[src/rtl/fetch.sv]
// -----------------------------------------------------------------------------
// fetch -- instruction fetch front end with a small prefetch queue.
//
// Keeps one synchronous ROM read in flight and buffers returned instructions,
// together with the address each was fetched from, in a DEPTH-entry FIFO.
// Fetching is throttled so that in-flight reads plus queued entries never
// exceed DEPTH, which means a returning read always has a free slot.
//
// Ports
//   clk          sole clock, rising edge
//   reset        synchronous, active-high; wins over jump, push, pop, issue
//   pc_in        current program counter from the pc block
//   pc_incr      request the pc block to advance on the next edge
//   rom_addr     ROM address (combinationally equal to pc_in)
//   rom_data     ROM read data, valid one cycle after the address
//   jump         taken-branch flush; pc block loads its target on this edge
//   instr        head instruction (0 when the queue is empty)
//   instr_pc     address of the head instruction (0 when empty)
//   instr_valid  queue holds at least one instruction
//   instr_ready  downstream accepts the head this cycle
// -----------------------------------------------------------------------------
module fetch #(
  parameter int DEPTH = 3
) (
  input  logic        clk,
  input  logic        reset,
  input  logic [15:0] pc_in,
  output logic        pc_incr,
  output logic [15:0] rom_addr,
  input  logic [15:0] rom_data,
  input  logic        jump,
  output logic [15:0] instr,
  output logic [15:0] instr_pc,
  output logic        instr_valid,
  input  logic        instr_ready
);

  localparam int PTR_W = (DEPTH > 1) ? $clog2(DEPTH) : 1;
  localparam int CNT_W = $clog2(DEPTH + 1);

  localparam logic [PTR_W-1:0] LAST_PTR  = PTR_W'(DEPTH - 1);
  localparam logic [CNT_W:0]   DEPTH_EXT = (CNT_W + 1)'(DEPTH);

  logic             req_valid_q, req_valid_d;
  logic [15:0]      req_pc_q,    req_pc_d;
  logic [CNT_W-1:0] count_q,     count_d;
  logic [PTR_W-1:0] head_q,      head_d;
  logic [PTR_W-1:0] tail_q,      tail_d;

  logic [15:0] instr_mem_q [DEPTH];
  logic [15:0] instr_mem_d [DEPTH];
  logic [15:0] pc_mem_q    [DEPTH];
  logic [15:0] pc_mem_d    [DEPTH];

  logic [CNT_W:0] occupancy;
  logic           push;
  logic           pop;

  function automatic logic [PTR_W-1:0] next_ptr(input logic [PTR_W-1:0] p);
    return (p == LAST_PTR) ? '0 : p + 1'b1;
  endfunction

  assign rom_addr = pc_in;

  // Count the in-flight read as occupied so its return can never find the
  // queue full.
  assign occupancy = {1'b0, count_q} + {{CNT_W{1'b0}}, req_valid_q};
  assign pc_incr   = !reset && !jump && (occupancy < DEPTH_EXT);

  assign instr_valid = (count_q != '0);
  assign instr       = instr_valid ? instr_mem_q[head_q] : 16'h0000;
  assign instr_pc    = instr_valid ? pc_mem_q[head_q]    : 16'h0000;

  // A jump discards the returning read and leaves the head in place.
  assign push = req_valid_q && !jump;
  assign pop  = instr_valid && instr_ready && !jump;

  always_comb begin
    instr_mem_d = instr_mem_q;
    pc_mem_d    = pc_mem_q;
    head_d      = head_q;
    tail_d      = tail_q;
    count_d     = count_q;

    if (push) begin
      instr_mem_d[tail_q] = rom_data;
      pc_mem_d[tail_q]    = req_pc_q;
      tail_d              = next_ptr(tail_q);
    end
    if (pop) begin
      head_d = next_ptr(head_q);
    end

    case ({push, pop})
      2'b10:   count_d = count_q + 1'b1;
      2'b01:   count_d = count_q - 1'b1;
      default: count_d = count_q;
    endcase

    if (jump) begin
      count_d = '0;
      head_d  = '0;
      tail_d  = '0;
    end
  end

  always_comb begin
    req_valid_d = pc_incr;
    req_pc_d    = pc_incr ? pc_in : req_pc_q;
  end

  always_ff @(posedge clk) begin
    if (reset) begin
      req_valid_q <= 1'b0;
      req_pc_q    <= 16'h0000;
      count_q     <= '0;
      head_q      <= '0;
      tail_q      <= '0;
    end else begin
      req_valid_q <= req_valid_d;
      req_pc_q    <= req_pc_d;
      count_q     <= count_d;
      head_q      <= head_d;
      tail_q      <= tail_d;
    end
  end

  // Queue storage needs no reset: entries are only visible while counted.
  always_ff @(posedge clk) begin
    instr_mem_q <= instr_mem_d;
    pc_mem_q    <= pc_mem_d;
  end

endmodule

[config.mk]
export PLATFORM = sky130hd
export DESIGN_NAME = fetch
export DESIGN_NICKNAME = d
export VERILOG_FILES = /design/src/rtl/fetch.sv
export SDC_FILE = /design/constraint.sdc
export NUM_CORES = 1
export LEC_CHECK = 0
export BUFFER_PORTS_ARGS = -buffer_cell sky130_fd_sc_hd__buf_2
export CAP_MARGIN = 20
export CORE_ASPECT_RATIO = 0.7
export CORE_MARGIN = 1.5
export CORE_UTILIZATION = 50
export DETAILED_ROUTE_END_ITERATION = 6
export PLACE_DENSITY = 0.75
export SYNTH_ARGS = -nofsm -noshare
export SYNTH_HDL_FRONTEND = slang
export SYNTH_SLANG_ARGS = --single-unit
[constraint.sdc]
create_clock -name clk -period 3.4 [get_ports clk]
set_clock_uncertainty 0.2 [all_clocks]
set_input_delay 0.17 -clock clk [delete_from_list [all_inputs] [get_ports clk]]
set_output_delay 0.17 -clock clk [all_outputs]
set_load 0.05 [all_outputs]
==> out/metrics.yaml, run 1 <==
synth-seq-cells: 119
grtUsageMet3_pct: 7.392
r2r_slack_ps: 620
finalCritPeriodShare_pct: 82.60
tritoncts: "yes"
cts.sinks: 119
ioPinCount: 86
avgSynthCellArea_um2: 13.31
nets: 530
crit_fanout: 18
initial_core_util_pct: 52.51
dr.pass1.iters: 4
cts_made_buffers: 17
hold_end: "head_q[0]"
arrival_ps: 2440
drtIter0Drc: 219
post_drt_wl_per_cell_um: 16.02
drtAntennaViolNets: 0
synth_largest_area_cell: "edfxtp_1"
grt_pass1_wl_mm: 15.97
path_class: "flip-flop to output pin"
status: "finished clean"
tightestPinTransition_ps: 924.9
cp-end-kind: "output pin"
finalSetupViolCount: 0
r2r_start: "count_q[0]"
min_path_cells: 4
synth-edff-count: 96
first_global_vias: 3203
rows: 29
holdCritPathClass: "primary input to flip-flop"
finish.utilization_pct: 68.63
power_per_cell_area_nw_per_um2: 558.4
clockBufferDepth: 2
period_needed_ps: 2808
ys_types: 27
peakVddDrop_mv: 0.4632
relSlewSlack_pct: 38.27
cap_violations: 0
port_buffers: 85
grt.total_usage_pct: 21.12
use_met2_pct: 32.85
antenna_found_initial: 0
coreArea_um2: 9253
crit_path_start_kind: "flip-flop"
cts-root-buf: "clkbuf_16"
die_y_um: 85.48
netlist.area_leader.share_pct: 59.34
instances_no_fill: 628
grt-ovfl-total: 0
rsz0062_at_grt: "false"
grt_util_met1_pct: 27.92
synth_nets: 404
htree_levels: 4
fin_tns_setup_ps: 0
synth_flop_cell: "edfxtp_1"
vias_per_cell: 5.048
ctsResizeCount: 0
clk_latency_ps: 410
gp_congestion: 0.7750
num_vias: 3170
clkTransAtPathRegs_ps: 50
p_leak_nw: 2.443
critPathRequiredTime_ps: 3030
dp_cells: 547
diodes: 0
die-width_um: 120.8
yosys_warnings: 0
syn2layout_area_growth_pct: 30.70
slew_viol_final: 0
dieArea_um2: 10330
synth_cells: 365
cts_setup_buffers: 0
fmax_mhz: 356.1
min_from: "instr_ready"
synth_seq_area_share_pct: 68.81
grt_max_degree: 33
finalWirelength_mm: 10.06
r2r-end: "req_pc_q[2]"
rr_worst_depth: 7
holdBufCountCts: 49
synth_area_um2: 4858
dp_hpwl_mm: 5.977
drive_gt1_share_pct: 34.72
route.detailed.drc: 0
ys_async_sr_fraction_pct: 0
fin_hold_ws_ps: 47.35
synthTopCellsByArea: "edfxtp_1 (59%), dfxtp_1 (9.5%), mux2i_1 (6.8%)"
grt_busiest_layer: "met2"
hold_violations: 0
Yosys cell counts (2+ instances only):
cell type,n
nand2_1,67
o21ai_0,2
dfxtp_1,23
a21oi_2,9
inv_1,2
buf_6,5
mux2i_1,33
buf_4,17
or3_1,2
edfxtp_1,96
ha_1,3
a21oi_1,42
or2_2,33
clkbuf_1,9
nor3b_1,2
nor2_1,6
buf_2,4
metal layers:
layer,up-vias,routed length [um]
li1,1521,-
met1,1524,4702
met2,113,4674
met3,12,602
met4,0,80
met5,-,0
state kept, by name, summed over array words and instances (netlist names):
signal       count
count_q          2
instr_mem_q     48
head_q           2
req_valid_q      1
pc_mem_q        48
req_pc_q        16
tail_q           2
worst max-delay path by stage:
stage                            from         endpoint  slack, ps  cells after the start
final                      count_q[0]          pc_incr        590                      5
after global routing       count_q[0]          pc_incr        440                      5
after CTS                  count_q[0]          pc_incr        570                      5
after detailed placement   count_q[0]          pc_incr       1010                      5
after global placement     count_q[0]          pc_incr       1050                      5
after floorplan           req_valid_q  instr_mem_q[16]       -190                      2
placed cells by master, fill, tap and decap left out:
cell type	instances
a2111o_1	1
a21oi_1	42
a21oi_2	9
buf_2	85
buf_4	9
bufinv_16	1
clkbuf_1	2
clkbuf_16	19
clkbuf_8	3
clkinv_2	7
clkinv_4	1
dfxtp_1	22
dfxtp_2	1
dlygate4sd3_1	49
edfxtp_1	96
ha_1	3
inv_1	2
mux2_2	1
mux2i_1	33
nand2_1	67
nand2b_1	1
nor2_1	5
nor2_2	1
nor2b_2	1
nor3_2	1
nor3b_2	2
o21ai_0	2
or2_2	33
or3_1	2
or3b_2	1
xnor2_1	1
xor2_1	1
cell families (layout without fill, tap and decap cells):
logic type / after synthesis / after routing / share of synthesized area [%]
flops: 119 / 119 / 68.81
simple gates: 114 / 114 / 11.00
xor+xnor: 2 / 2 / 0.3606
mux: 34 / 34 / 7.031
fa+ha+maj: 3 / 3 / 0.7727
buf+inv: 39 / 178 / 5.640
compound gates: 54 / 54 / 6.387
per-stage QoR:
stage / total power [mW] / area, um2 / setup slack, ps
floorplan: 1.768 / 4858 / -185.5
global placement: 1.807 / 5270 / 1049
detailed placement: 1.811 / 5270 / 1006
CTS: 3.569 / 6350 / 567.5
global route: 3.655 / 6350 / 442.8
finish: 3.546 / 6350 / 591.6
report_power, final:
part / switching, mW / internal (mW)
sequential: 0.0171 / 1.60
clock: 0.580 / 1.14
combinational: 0.127 / 0.0847
total: 0.724 / 2.82
final cells by class:
cell class	count	area, um2
sequential	119	3344
fill	658	2903
multi-input combinational	207	1261
timing repair buffer	143	983.4
clock buffer	24	524.3
tap	124	155.1
clock inverter	8	65.06
inverter	3	16.27
worst max-delay path, cell delays in order (launching register included):
cell	delay, ps
dfxtp_1	430
ha_1	200
ha_1	220
a2111o_1	670
clkinv_4	230
buf_2	290
(Power assumes the default switching activity.)
==> inputs of run 2 (changes only) <==
Settings changed: CORE_UTILIZATION 50 to 55, PLACE_DENSITY 0.75 to 0.79.
Clock period 3.4 ns to 2.8 ns, I/O delays scaled along.
==> out/metrics.yaml, run 2 (synthesis results as in run 1) <==
power_per_cell_area_nw_per_um2: 671.8  # +20%
grt_max_degree: 36  # +9.1%
diodes: 0  # unchanged
power_switching_uw: 895.0  # +24%
fillers: 556  # -16%
tritoncts: "yes"
cap_violations: 0  # unchanged
rows: 28  # -3.4%
ioPinCount: 86  # unchanged
antenna_found_initial: 0  # unchanged
peakVddDrop_mv: 0.6151  # +33%
syn2layout_area_growth_pct: 30.41
nets: 531  # +0.19%
drive_gt1_share_pct: 34.46  # -0.27 points
area.sequential_um2: 3347  # about the same
holdCritPathClass: "primary input to flip-flop"
first_global_vias: 3336  # +4.2%
p_leak_nw: 2.418  # -0.99%
die-width_um: 115.3  # -4.5%
crit_path_start_kind: "flip-flop"
dpl_cell_area_um2: 5293  # +0.43%
dieArea_um2: 9415  # -8.8%
design_area_um2: 6336  # -0.22%
status: "finished clean"
clkTransAtPathRegs_ps: 50  # about the same
crit_slowest_cell: "dlygate4sd3_1"
final_cell_mix: "edfxtp_1 (96), buf_2 (85), nand2_1 (67)"
crit_top_cell: "ha_1"
htree_levels: 4  # unchanged
port_buffers: 85  # unchanged
grt.total_usage_pct: 23.52  # +2.4 points
critPathRequiredTime_ps: 2880  # -150 ps
sw_frac_of_total_pct: 21.02  # +0.61 points
cp-end-kind: "flip-flop"
power_frac_seq_pct: 46.0  # +0.5 points
startpoint: "req_valid_q"
grt-ovfl-total: 0  # unchanged
dp_hpwl_mm: 5.674  # -5.1%
path_class: "flip-flop to flip-flop"
final_common_cell: "edfxtp_1"
arrival_ps: 2690  # +250 ps
die_y_um: 81.64  # -4.5%
route.detailed.drc: 0  # unchanged
coreArea_um2: 8513  # -8.0%
clk_latency_ps: 400  # about the same
relSlewSlack_pct: 68.35  # +30 points
p_int_mw: 3.362  # +19%
drtAntennaViolNets: 0  # unchanged
combinationalPowerShare_pct: 6.1  # about the same
vias_per_cell: 5.171  # +2.4%
path_cells: "ha_1 > ha_1 > a2111o_1 > buf_4 > nand2_1 > a21oi_1 > dlygate4sd3_1"
hold_violations: 0  # unchanged
clockBufferDepth: 2  # unchanged
drtIter0Drc: 224  # +2.3%
cts_made_buffers: 17  # unchanged
grt_pass1_wl_mm: 15.99  # +0.13%
dr.pass1.iters: 5  # +1
gp_congestion: 0.7485  # -3.4%
slowest_delay_ps: 570  # -100 ps
num_vias: 3232  # +2.0%
finalCritPeriodShare_pct: 93.17
r2r_start: "req_valid_q"
post_drt_wl_per_cell_um: 16.54  # +3.2%
cts-root-buf: "clkbuf_16"
reg.largest.list: "instr_mem_q (48), pc_mem_q (48), req_pc_q (16)"
rsz0062_at_grt: "false"
crit_fanout: 17  # -1
finish.utilization_pct: 74.43  # +5.8 points
finalSetupViolCount: 0  # unchanged
critical-path-top-delay-family: "buffers and inverters"
path_buf_inv: 2  # unchanged
cts.sinks: 119  # unchanged
pwr-share-clk_pct: 47.9  # -0.6 points
period_needed_ps: 2609
finalWirelength_mm: 10.34  # +2.8%
fin_hold_ws_ps: 22.14  # -25.21 ps
slew_viol_final: 0  # unchanged
fmax_mhz: 383.3
initial_core_util_pct: 57.07  # +4.6 points
tightestPinTransition_ps: 474.7  # -450.3 ps
multiInputGateArea_um2: 1261  # unchanged
min_from: "instr_ready"
run 2: changes by cell type in the layout (fill, tap and decap cells not counted), sizes merged:
cell and change:
dlygate4sd3 -1, clkinv -2, clkbuf -2, bufinv +1
clkinvlp +3, buf +2
run 2: layout make-up:
type | count | area share (%)
sequential | 119 | 52.82
multi-input combinational | 207 | 19.91
timing repair buffer | 144 | 15.80
clock buffer | 22 | 7.168
tap | 120 | 2.370
clock inverter | 10 | 1.679
inverter | 3 | 0.2567
run 2: routing by layer:
metal / vias up / wire length (um) / track usage [%]
met5: - / 0 / 0
li1: 1530 / - / -
met1: 1585 / 4536 / 27.61
met2: 110 / 5121 / 41.48
met4: 0 / 81 / 7.654
met3: 7 / 596 / 7.675
run 2: path summary, 6_finish.rpt:
| kind | to | slack [ps] | cells past startpoint |
|---|---|---|---|
| worst max-delay path | req_pc_q[1] | 190 | 7 |
| worst min-delay path | head_q[1] | 20 | 4 |
| worst max register to register | req_pc_q[1] | 190 | 7 |
| worst min register to register | pc_mem_q[4] | 280 | 0 |
run 2: stage by stage:
stage	power (mW)	setup slack (ps)	cells	setup TNS [ps]
global route	4.376	103.2	625	0
floorplan	2.147	-785.5	365	-68030
finish	4.257	191.2	625	0
CTS	4.275	21.57	625	0
detailed placement	2.201	457.1	545	0
global placement	2.193	480.2	545	0
run 2: power groups by stage:
stage | Sequential, mW | Combinational, mW | Clock (mW)
after floorplan | 1.99 | 0.161 | 0
after global placement | 1.99 | 0.204 | 0
after detailed placement | 1.99 | 0.209 | 0
after CTS | 1.96 | 0.258 | 2.06
after global routing | 1.96 | 0.279 | 2.14
final | 1.96 | 0.260 | 2.04
run 2: what timing repair did:
action,4_1_cts,5_1_grt
hold buffers,48,0
hold endpoints to repair,70,0
resized for setup,0,1
setup buffers,0,0
setup endpoints to repair,0,13
run 2: tightest hold or removal path, delay by kind of cell:
| family | cells | cell delay (ps) |
|---|---|---|
| AO/OA/AOI/OAI | 2 | 240 |
| buffers and inverters | 1 | 70 |
| AND/OR/NAND/NOR | 1 | 130 |
==> inputs of run 3 (changes only) <==
Settings changed: CORE_ASPECT_RATIO 0.7 to unset.
==> out/metrics.yaml, run 3 (synthesis results as in run 1) <==
status: "finished clean"
period_needed_ps: 2633  # +23.86 ps
cts-root-buf: "clkbuf_8"
path_class: "flip-flop to output pin"
ioPinCount: 86  # unchanged
crit_slowest_cell: "dfxtp_1"
dieArea_um2: 9406  # about the same
grt.total_usage_pct: 21.81  # -1.7 points
dr.pass1.iters: 4  # -1
drtIter0Drc: 114  # -49%
drtAntennaViolNets: 0  # unchanged
clockBufferDepth: 2  # unchanged
grt-ovfl-total: 0  # unchanged
fmax_mhz: 379.8  # -0.91%
startpoint: "count_q[0]"
total_power_mw: 4.239  # -0.42%
syn2layout_area_growth_pct: 31.88
cts.sinks: 119  # unchanged
crit_top_cell: "ha_1"
crit_path_start_kind: "flip-flop"
num_vias: 3164  # -2.1%
path_cells: "ha_1 > ha_1 > a2111o_1 > clkinv_4 > buf_2"
finalSetupViolCount: 0  # unchanged
cts_setup_buffers: 0  # unchanged
clk_latency_ps: 510  # +110 ps
power_per_cell_area_nw_per_um2: 661.5  # -1.5%
p_leak_nw: 2.468  # +2.0%
r2r_slack_ps: 170  # -20 ps
gp_congestion: 0.7233  # -3.4%
design_area_um2: 6407  # +1.1%
crit_end: "pc_incr"
finalCritPeriodShare_pct: 94.02  # +0.85 points
nets: 535  # +0.75%
coreArea_um2: 8636  # +1.4%
rr_worst_depth: 7  # unchanged
grt_max_degree: 34  # -5.6%
peakVddDrop_mv: 0.4064  # -34%
vias_per_cell: 5.128  # -0.83%
critPathRequiredTime_ps: 2460  # -420 ps
hold_violations: 0  # unchanged
cap_violations: 0  # unchanged
initial_core_util_pct: 56.26  # -0.81 points
r2r-end: "req_pc_q[10]"
reg.largest.list: "instr_mem_q (48), pc_mem_q (48), req_pc_q (16)"
port_buffers: 85  # unchanged
multiInputGateArea_um2: 1266  # +0.40%
die_y_um: 96.99  # +19%
final_common_cell: "edfxtp_1"
htree_levels: 4  # unchanged
area.sequential_um2: 3344  # about the same
dp_hpwl_mm: 5.504  # -3.0%
diodes: 0  # unchanged
slowest_delay_ps: 470  # -100 ps
cp-end-kind: "output pin"
grt_pass1_wl_mm: 15.63  # -2.2%
tightestPinTransition_ps: 856.9  # +382.2 ps
fillers: 578  # +4.0%
min_from: "reset"
first_global_vias: 3284  # -1.6%
tritoncts: "yes"
rsz0062_at_grt: "false"
cts_made_buffers: 17  # unchanged
slew_viol_final: 0  # unchanged
holdCritPathClass: "primary input to flip-flop"
arrival_ps: 2290  # -400 ps
dpl_cell_area_um2: 5320  # +0.52%
route.detailed.drc: 0  # unchanged
finalWirelength_mm: 9.613  # -7.0%
antenna_found_initial: 0  # unchanged
relSlewSlack_pct: 42.74  # -26 points
r2r_start: "count_q[0]"
clkTransAtPathRegs_ps: 60  # about the same
drive_gt1_share_pct: 35.36  # +0.91 points
final_cell_mix: "edfxtp_1 (96), buf_2 (83), nand2_1 (67)"
rows: 34  # +21%
die-width_um: 96.99  # -16%
crit_fanout: 17  # unchanged
post_drt_wl_per_cell_um: 15.58  # -5.8%
## run 3: cell types whose count changed in the layout (fill, tap and decap cells not counted), sizes merged, moves of 2 or more
cell / previous run / this run
inv: 2 / 6
dlygate4sd3: 48 / 51
clkinvlp: 3 / 1
bufinv: 2 / 0
## run 3: repair_timing
| action | in CTS | in global routing |
|---|---|---|
| gates resized for setup | 0 | 0 |
| hold buffers | 51 | 0 |
| endpoints found under the hold margin | 70 | 0 |
## run 3: metrics by stage
stage	cells	TNS [ps]	hold WS (ps)	utilization, %	setup slack, ps
after floorplan	365	-68030	38.87	-	-785.5
after global placement	534	0	141.5	61.61	713.9
after detailed placement	534	0	148.5	61.61	685.9
after CTS	617	0	116.3	74.20	145.2
after global routing	617	0	159.9	74.20	9.161
final	617	0	151.9	74.20	167.4
## run 3: how the worst min path moves through the flow
stage / cells after the start / endpoint / slack, ps
floorplan: 0 / instr_mem_q[0] / 40
global placement: 1 / instr_mem_q[13] / 140
detailed placement: 1 / instr_mem_q[10] / 150
CTS: 3 / tail_q[1] / 120
global route: 2 / instr_mem_q[22] / 160
finish: 3 / tail_q[1] / 150
## run 3: worst max-delay path: cells and delay by family (launching register included)
family	cells	cell delay (ps)
AOI/OAI and AO/OA	1	470
adders and majority gates	2	420
buffers and inverters	2	420
DFF	1	470
## run 3: metal layers
layer  GRT usage, %  wire [um]  vias up
met4          7.469         59        0
met1          25.21       3949     1520
met3          6.431        496        6
met5              0          0        -
li1               -          -     1546
met2          38.62       5107       92
## run 3: area by class of cell
cell class	instances	share of cell area [%]
Clock inverter	11	1.328
Timing Repair Buffer	148	16.68
Sequential cell	119	52.20
Tap cell	108	2.109
Clock buffer	21	7.674
Multi-Input combinational cell	207	19.76
Inverter	3	0.2539
## run 3: power by group
group	switching [mW]	internal [mW]
logic	0.153	0.106
registers	0.0193	1.94
clock network	0.773	1.25
